**src/rtl/hub75_capture_if.sv**
```systemverilog
// hub75_capture_if: HUB75 panel pins shared by the display driver and the capture monitor
interface hub75_capture_if #(
    parameter int ABC_W = 3
);
    logic             panel_clk;
    logic [5:0]       rgb;
    logic             lat;
    logic             oe;
    logic [ABC_W-1:0] abc;
    modport master (output panel_clk, rgb, lat, oe, abc);
    modport slave  (input  panel_clk, rgb, lat, oe, abc);
endinterface

```
**src/rtl/hub75_capture.sv**
```systemverilog
// hub75_capture: rebuilds the HUB75 frame from sampled panel pins and exposes it through a registered read port
module hub75_capture #(
    parameter int COLS = 32,
    parameter int ROWS = 16
) (
    input  logic                    clk,
    input  logic                    reset_n,
    hub75_capture_if.slave          pins,
    input  logic [$clog2(ROWS)-1:0] rd_row,
    input  logic [$clog2(COLS)-1:0] rd_col,
    output logic [2:0]              rd_rgb,
    output logic                    blank,
    output logic                    frame_done,
    output logic [7:0]              frame_count,
    output logic                    err_short,
    output logic                    err_overrun,
    input  logic                    err_clr
);
    localparam int ROW_W = $clog2(ROWS);
    localparam int COL_W = $clog2(COLS);
    localparam int IDX_W = $clog2(COLS + 1);
    localparam int ABC_W = $clog2(ROWS / 2);
    localparam int SYN_W = 9 + ABC_W;

    logic [SYN_W-1:0]                 sync1_q, sync1_d, sync2_q, sync2_d;
    logic                             pclk_prev_q, pclk_prev_d, lat_prev_q, lat_prev_d;
    logic [IDX_W-1:0]                 idx_q, idx_d;
    logic [COLS-1:0][2:0]             line_top_q, line_top_d, line_bot_q, line_bot_d;
    logic [ROWS-1:0][COLS-1:0][2:0]   frame_q, frame_d;
    logic [2:0]                       rd_rgb_q, rd_rgb_d;
    logic                             commit_q, commit_d, frame_done_q, frame_done_d;
    logic [7:0]                       frame_count_q, frame_count_d;
    logic                             err_short_q, err_short_d, err_overrun_q, err_overrun_d;
    logic                             s_pclk, s_lat, shift, latch;
    logic [5:0]                       s_rgb;
    logic [ABC_W-1:0]                 s_abc;

    // Synchronized pin vector, MSB first: panel_clk, rgb[5:0], lat, oe, abc
    assign s_pclk = sync2_q[SYN_W-1];
    assign s_rgb  = sync2_q[SYN_W-2 -: 6];
    assign s_lat  = sync2_q[ABC_W+1];
    assign s_abc  = sync2_q[ABC_W-1:0];
    assign shift  = s_pclk & ~pclk_prev_q;
    assign latch  = s_lat & ~lat_prev_q;

    always_comb begin
        sync1_d       = {pins.panel_clk, pins.rgb, pins.lat, pins.oe, pins.abc};
        sync2_d       = sync1_q;
        pclk_prev_d   = s_pclk;
        lat_prev_d    = s_lat;
        idx_d         = idx_q;
        line_top_d    = line_top_q;
        line_bot_d    = line_bot_q;
        frame_d       = frame_q;
        err_short_d   = err_clr ? 1'b0 : err_short_q;
        err_overrun_d = err_clr ? 1'b0 : err_overrun_q;
        if (shift) begin
            if (idx_q < IDX_W'(COLS)) begin
                line_top_d[idx_q[COL_W-1:0]] = s_rgb[5:3];
                line_bot_d[idx_q[COL_W-1:0]] = s_rgb[2:0];
                idx_d = idx_q + IDX_W'(1);
            end else begin
                err_overrun_d = 1'b1;
            end
        end
        // The latch commits the line buffer after any same-cycle shift has landed
        if (latch) begin
            frame_d[ROW_W'(s_abc)]                  = line_top_d;
            frame_d[ROW_W'(s_abc) + ROW_W'(ROWS/2)] = line_bot_d;
            err_short_d = (idx_d < IDX_W'(COLS)) ? 1'b1 : err_short_d;
            idx_d = '0;
        end
        commit_d      = latch && (s_abc == ABC_W'(ROWS/2 - 1));
        frame_done_d  = commit_q;
        frame_count_d = frame_count_q + 8'(commit_q);
        rd_rgb_d      = frame_q[rd_row][rd_col];
    end

    always_ff @(posedge clk or negedge reset_n) begin
        if (!reset_n) begin
            sync1_q       <= '0;
            sync2_q       <= '0;
            pclk_prev_q   <= 1'b0;
            lat_prev_q    <= 1'b0;
            idx_q         <= '0;
            line_top_q    <= '0;
            line_bot_q    <= '0;
            frame_q       <= '0;
            rd_rgb_q      <= '0;
            commit_q      <= 1'b0;
            frame_done_q  <= 1'b0;
            frame_count_q <= '0;
            err_short_q   <= 1'b0;
            err_overrun_q <= 1'b0;
        end else begin
            sync1_q       <= sync1_d;
            sync2_q       <= sync2_d;
            pclk_prev_q   <= pclk_prev_d;
            lat_prev_q    <= lat_prev_d;
            idx_q         <= idx_d;
            line_top_q    <= line_top_d;
            line_bot_q    <= line_bot_d;
            frame_q       <= frame_d;
            rd_rgb_q      <= rd_rgb_d;
            commit_q      <= commit_d;
            frame_done_q  <= frame_done_d;
            frame_count_q <= frame_count_d;
            err_short_q   <= err_short_d;
            err_overrun_q <= err_overrun_d;
        end
    end

    assign rd_rgb      = rd_rgb_q;
    assign blank       = sync2_q[ABC_W];
    assign frame_done  = frame_done_q;
    assign frame_count = frame_count_q;
    assign err_short   = err_short_q;
    assign err_overrun = err_overrun_q;
endmodule

```
**src/flat_wrapper.sv**
```systemverilog
// flat-port wrapper written by rule: the top's interface ports become plain ports
module hub75_capture_flat 
#(
    parameter int COLS = 32,
    parameter int ROWS = 16
)
  (clk, reset_n, rd_row, rd_col, rd_rgb, blank, frame_done, frame_count, err_short, err_overrun, err_clr, pins_panel_clk, pins_rgb, pins_lat, pins_oe, pins_abc);
  hub75_capture_if pins_i ();
  input  logic clk;
  input  logic reset_n;
  input  logic [$clog2(ROWS)-1:0] rd_row;
  input  logic [$clog2(COLS)-1:0] rd_col;
  output logic [2:0] rd_rgb;
  output logic blank;
  output logic frame_done;
  output logic [7:0] frame_count;
  output logic err_short;
  output logic err_overrun;
  input  logic err_clr;
  input wire logic [$bits(pins_i.panel_clk)-1:0] pins_panel_clk;
  input wire logic [$bits(pins_i.rgb)-1:0] pins_rgb;
  input wire logic [$bits(pins_i.lat)-1:0] pins_lat;
  input wire logic [$bits(pins_i.oe)-1:0] pins_oe;
  input wire logic [$bits(pins_i.abc)-1:0] pins_abc;
  assign pins_i.panel_clk = pins_panel_clk;
  assign pins_i.rgb = pins_rgb;
  assign pins_i.lat = pins_lat;
  assign pins_i.oe = pins_oe;
  assign pins_i.abc = pins_abc;
  hub75_capture #(.COLS(COLS), .ROWS(ROWS)) u_core (.clk(clk), .reset_n(reset_n), .pins(pins_i), .rd_row(rd_row), .rd_col(rd_col), .rd_rgb(rd_rgb), .blank(blank), .frame_done(frame_done), .frame_count(frame_count), .err_short(err_short), .err_overrun(err_overrun), .err_clr(err_clr));
endmodule
```
**config.mk**
```make
export PLATFORM = sky130hd
export DESIGN_NAME = hub75_capture_flat
export DESIGN_NICKNAME = d
export VERILOG_FILES = /design/src/rtl/hub75_capture_if.sv /design/src/rtl/hub75_capture.sv /design/src/flat_wrapper.sv
export SDC_FILE = /design/constraint.sdc
export NUM_CORES = 2
export LEC_CHECK = 0
export CAP_MARGIN = 25
export CORE_ASPECT_RATIO = 1.2
export CORE_MARGIN = 2
export CORE_UTILIZATION = 35
export CTS_CLUSTER_DIAMETER = 30
export DETAILED_ROUTE_END_ITERATION = 16
export SETUP_SLACK_MARGIN = 0.2
export SKIP_LAST_GASP = 1
export SLEW_MARGIN = 20
export SYNTH_ARGS = -nofsm -noshare
export SYNTH_HDL_FRONTEND = slang
export SYNTH_SLANG_ARGS = --single-unit
```
**constraint.sdc**
```tcl
create_clock -name clk -period 5 [get_ports clk]
set_clock_uncertainty 0.2 [all_clocks]
set_input_delay 1.25 -clock clk [delete_from_list [all_inputs] [get_ports clk]]
set_output_delay 1.25 -clock clk [all_outputs]
set_load 0.1 [all_outputs]
```
# Yosys cells after proc, flatten, opt, wreduce, memory -nomap -nowiden
# Index checks and enable logic that the tools add are counted.
# totals
in_bits,24
register_bits,1775
elab_cells,636
# op_classes
n_bitwise,4
addsub,3
muxes,27
n_lt_le_gt_ge,10
n_eq_ne,1
reduce_logical,4
# op_table
operator,count
1536-bit bitwise mux,2
96-bit 2-to-1 mux,7
96-bit binary-select mux with 4-bit select,1
96-bit demux with 4-bit select,1
96-bit demux with 3-bit select,1
96-bit bitwise mux,2
6-bit 2-to-1 mux,3
3-bit binary-select mux with 5-bit select,1
3-bit demux with 5-bit select,1
"5-bit by 6-bit < comparator with 1-bit output, second input constant",2
"6-bit < comparator, second input constant",2
"4-bit by 5-bit < comparator with 1-bit output, second input constant",2
8-bit by 1-bit adder with 8-bit output,1
"6-bit by 1-bit adder with 6-bit output, second input constant",1
1-bit 2-to-1 mux,6
3-bit 2-to-1 mux,2
"5-bit by 1-bit greater-or-equal comparator with 1-bit output, second input constant",1
"3-bit by 5-bit < comparator with 1-bit output, second input constant",1
"3-bit by 4-bit adder with 4-bit output, second input constant",1
"4-bit by 1-bit greater-or-equal comparator with 1-bit output, second input constant",1
1-bit logical AND,4
"3-bit == test, second input constant",1
"3-bit by 1-bit greater-or-equal comparator with 1-bit output, second input constant",1
1-bit bitwise AND,2
1-bit inverter,2

# Longest topological paths before layout
# logic_depth
depth_word,9
depth_mapped,12

# Worst setup path after synthesis
# Ideal clock, no wire load.
# synth_path
path_type,input -> register
startpoint,in rd_row[0]
endpoint,reg u_core.rd_rgb_q[0] (netlist: u_core.rd_rgb[0])
setup_ps,120
stages,8
arrival_ps,3098
setup_slack_ps,1581
required_time_ps,4680
cell_sequence,buf_6 buf_12 mux4_1 mux4_2 nor2b_1 a211oi_1 a211oi_1 and4_1
# synth_between
elab_chain_len,4
# synth_lines
element,line_no,source
from (decl),flat_wrapper.sv:11,input logic [$clog2(ROWS)-1:0] rd_row;
96-bit binary-select mux with 4-bit select,hub75_capture.sv:76,rd_rgb_d = frame_q[rd_row][rd_col];
96-bit 2-to-1 mux (implied by the code),hub75_capture.sv:76,
3-bit binary-select mux with 5-bit select,hub75_capture.sv:76,
3-bit 2-to-1 mux (implied by the code),hub75_capture.sv:76,
net u_core.rd_rgb_d[0],hub75_capture.sv:30,"logic [2:0] rd_rgb_q, rd_rgb_d;"
to (signal assigned),hub75_capture.sv:104,rd_rgb_q <= rd_rgb_d;
to (decl),hub75_capture.sv:30,
# The timed path passes the listed nets, and every way through them passes these cells. The select of a mux whose other input is x is not followed.
# A chain may end at the register's enable or synchronous reset.

# Worst setup path after layout
# layout_path
startpoint,reg u_core.sync2_q[11]
endpoint,reg u_core.frame_q[260] (netlist bit)
# layout_between
elab_chain_len,4
# layout_lines
element,line_no,source
from (decl),hub75_capture.sv:25,"logic [SYN_W-1:0] sync1_q, sync1_d, sync2_q, sync2_d;"
from (signal assigned),hub75_capture.sv:97,sync2_q <= sync2_d;
1-bit bitwise AND (*),hub75_capture.sv:43,assign shift = s_pclk & ~pclk_prev_q;
96-bit 2-to-1 mux,hub75_capture.sv:57,if (shift) begin
1536-bit bitwise mux,hub75_capture.sv:68,frame_d[ROW_W'(s_abc)] = line_top_d;
1536-bit bitwise mux (*),hub75_capture.sv:69,frame_d[ROW_W'(s_abc) + ROW_W'(ROWS/2)] = line_bot_d;
to (signal assigned),hub75_capture.sv:103,frame_q <= frame_d;
to (decl),hub75_capture.sv:29,"logic [ROWS-1:0][COLS-1:0][2:0] frame_q, frame_d;"
# Mark *: on every way between the ends. The rest lies on a longest branch, timed or not.

==> results.sh <==
export IMPL_worstSetupEndpointType="flip-flop"
export IMPL_wl_per_cell_um=21.5
export IMPL_seq_area_frac_synth_pct=58.5
export IMPL_hold_class="flip-flop to flip-flop"
export IMPL_fin_util_pct=41.7
export IMPL_drive_above_1_share_pct=14.0
export IMPL_clkPwrFrac_pct=46.6
export IMPL_crit_buf_inv=0
export IMPL_pwr_share_seq_pct=40.6
export IMPL_fmax_mhz=242
export IMPL_grt_pass1_vias=55068
export IMPL_max_stage_delay_ns=0.87
export IMPL_synth_cells=6976
export IMPL_whs_ns=0.143
export IMPL_cts_tree="built"
export IMPL_p_sw_share_pct=26.7
export IMPL_ys_async_sr_fraction_pct=100
export IMPL_critPathKind="flip-flop to flip-flop"
export IMPL_final_cell_mix="dfrtp_1 (1769), nor2_1 (1211), a21oi_1 (1209)"
export IMPL_cts_resized=0
export IMPL_grt_max_degree=173
export IMPL_synth_flop_cell="dfrtp_1"
export IMPL_numCtsBuffers=302
export IMPL_cp_slowest_cell="nor2_2"
export IMPL_clkTransAtPathRegs_ns=0.05
export IMPL_route_detailed_drc=0
export IMPL_status="complete, no violations"
export IMPL_final_cells=10057
export IMPL_cts_root_buffer="clkbuf_16"
export IMPL_cp_arrival_ns=4.58
export IMPL_start_util_pct=35.1
export IMPL_tightest_slew_ns=1.05
export IMPL_hold_viol=0
export IMPL_firstDrtPassIters=6
export IMPL_critPathLaunchType="flip-flop"
export IMPL_numPortBuffers=38
export IMPL_slew_headroom_pct=30.3
export IMPL_critPathTopFamily="simple AND/OR/NAND/NOR gates"
export IMPL_finalSetupViolations=0
export IMPL_power_switching_mw=12.0
export IMPL_cts_hold_buf=0
export IMPL_antenna_found_initial=2
export IMPL_synth_area_um2=75900
export IMPL_rsz0062_at_grt="false"
export IMPL_viasPerCell=5.32
export IMPL_combinationalPowerShare_pct=12.7
export IMPL_die_x_um=429
export IMPL_synthesis_area_per_instance_um2=10.9
export IMPL_drv_slew=0
export IMPL_antenna_left=0
export IMPL_required_ns=5.46
export IMPL_grt_first_pass_wirelength_um=335000
export IMPL_yosys_warnings=0
export IMPL_crit_path_max_fanout=12
export IMPL_p_per_area_nw_per_um2=500
export IMPL_syn_to_final_growth_pct=18.7
export IMPL_num_vias=53454
export IMPL_nets=7010
export IMPL_grt_ovfl_total=0
export IMPL_htreeDepth=5
export IMPL_rows=187
export IMPL_synth_nets=7006
export IMPL_cts_num_sinks=1775
export IMPL_dieArea_um2=221000
export IMPL_post_cts_buffers=0
export IMPL_synth_edff_count=0
export IMPL_die_height_um=514
export IMPL_grt_util_all_layers_pct=19.5
export IMPL_pin_count=39
export IMPL_crit_top_cell="nor2b_1"
export IMPL_fp_coreArea_um2=216000
export IMPL_intPower_mw=33.0
export IMPL_wirelength_um=216000
export IMPL_leakage_nw=40.8
export IMPL_fin_crit_sh_pct=82.5
export IMPL_drt_initial_drc_count=4051
export IMPL_synth_cell_types=67
export IMPL_clk_path_buf_depth=4
export IMPL_gp_congestion=0.844
export IMPL_maxCapViolations=0
export IMPL_fillers=20043
export IMPL_final_common_cell="dfrtp_1"
export IMPL_worst_skew_pair_late_latency_ns=0.84
export IMPL_crit_chain="nor2b_1 > nor2b_1 > nand2_1 > nor2_2 > mux2i_1 > o21ai_0"
export IMPL_vdd_ir_drop_max_mv=0.290
export IMPL_min_period_ns=4.13
export IMPL_synth_seq_cells=1775
export IMPL_setup_tns_ns=0
export IMPL_placed_cells=9511
export IMPL_hpwlAfterDp_um=127000
## final cells by class
type	count	area, um2	area share [%]
multi-input cells	4470	28300	31.4
inverters	199	753	0.836
flip-flops and latches	1775	44400	49.3
clock buffers	367	8270	9.18
repair buffers	232	2610	2.90
clock inverters	178	2150	2.38
diodes	1	2.50	0.00278
well taps	2835	3550	3.94
## registers in the layout (all words and copies together) (netlist names)
name / cells
u_core.err_overrun: 1
u_core.commit_q: 1
u_core.frame_count: 8
u_core.sync2_q: 12
u_core.idx_q: 6
u_core.lat_prev_q: 1
u_core.err_short: 1
u_core.frame_q: 1536
u_core.line_top_q: 96
u_core.sync1_q: 12
u_core.line_bot_q: 96
u_core.frame_done: 1
u_core.rd_rgb: 3
u_core.pclk_prev_q: 1
## worst register-to-register path: cells and delay by family (launching register included)
| family | cells | cell delay (ns) |
|---|---|---|
| muxes | 1 | 0.78 |
| DFF | 1 | 0.34 |
| and+or+nand+nor | 4 | 2.41 |
| AOI/OAI and AO/OA | 1 | 0.24 |
## final timing paths
check | from | end | slack, ns | cells after the start
worst max-delay path | u_core.sync2_q[11] | u_core.frame_q[260] | 0.87 | 6
worst min-delay path | u_core.sync1_q[9] | u_core.sync2_q[9] | 0.14 | 0
worst max register to register | u_core.sync2_q[11] | u_core.frame_q[260] | 0.87 | 6
worst min register to register | u_core.sync1_q[9] | u_core.sync2_q[9] | 0.14 | 0
max in group asynchronous | reset_n | u_core.frame_q[843] | 2.96 | 3
min in group asynchronous | reset_n | u_core.frame_q[1424] | 0.16 | 1
## synth_stat cells, drive strengths merged (7+ instances only)
master / number / area, um2
a21oi: 1209 / 6050
mux2i: 455 / 4550
o31ai: 7 / 52.6
nor2: 1219 / 4580
o221ai: 109 / 955
buf: 137 / 985
nor4: 13 / 81.3
nand4: 18 / 113
nand2: 473 / 1780
clkbuf: 395 / 1490
a211oi: 17 / 133
nor3b: 7 / 52.6
and2: 7 / 43.8
o22ai: 58 / 369
nor2b: 12 / 75.1
inv: 199 / 747
o21ai: 411 / 2060
mux2: 14 / 158
a31oi: 11 / 68.8
a22oi: 16 / 120
dfrtp: 1775 / 44400
mux4: 261 / 5930
nor3: 38 / 190
nand3: 25 / 125
nand3b: 7 / 52.6
## routing by layer
metal	share of wire (%)	track usage, %	up-vias
met4	3.9	8.17	2
met5	0.0060	0	-
met3	4.9	2.85	430
met1	41	24.4	27159
li1	-	-	24378
met2	50	33.5	1485
## cells by family after synthesis
logic type | share of synthesized area, %
mux | 14.0
simple gates | 9.59
xor+xnor | 0.104
compound gates | 13.4
buf+inv | 4.24
flops | 58.5
fa+ha+maj | 0.0989
## per-stage QoR
stage          cell area [um2]  total power, mW  worst slack (ns)
2_1_floorplan            75900             22.2              1.58
3_3_place_gp             79700             23.9             0.288
3_5_place_dp             79700             24.2             0.299
4_1_cts                  90100             45.4             0.878
5_1_grt                  90100             47.0             0.780
6_report                 90100             45.1             0.875
## power groups by stage
stage	logic, mW	clock network [mW]	registers (mW)
2_1_floorplan	4.05	0	18.2
3_3_place_gp	5.54	0	18.4
3_5_place_dp	5.72	0	18.5
4_1_cts	5.77	21.3	18.3
5_1_grt	6.42	22.0	18.6
6_report	5.73	21.0	18.3
No activity file was read; power rests on OpenSTA's default activity.
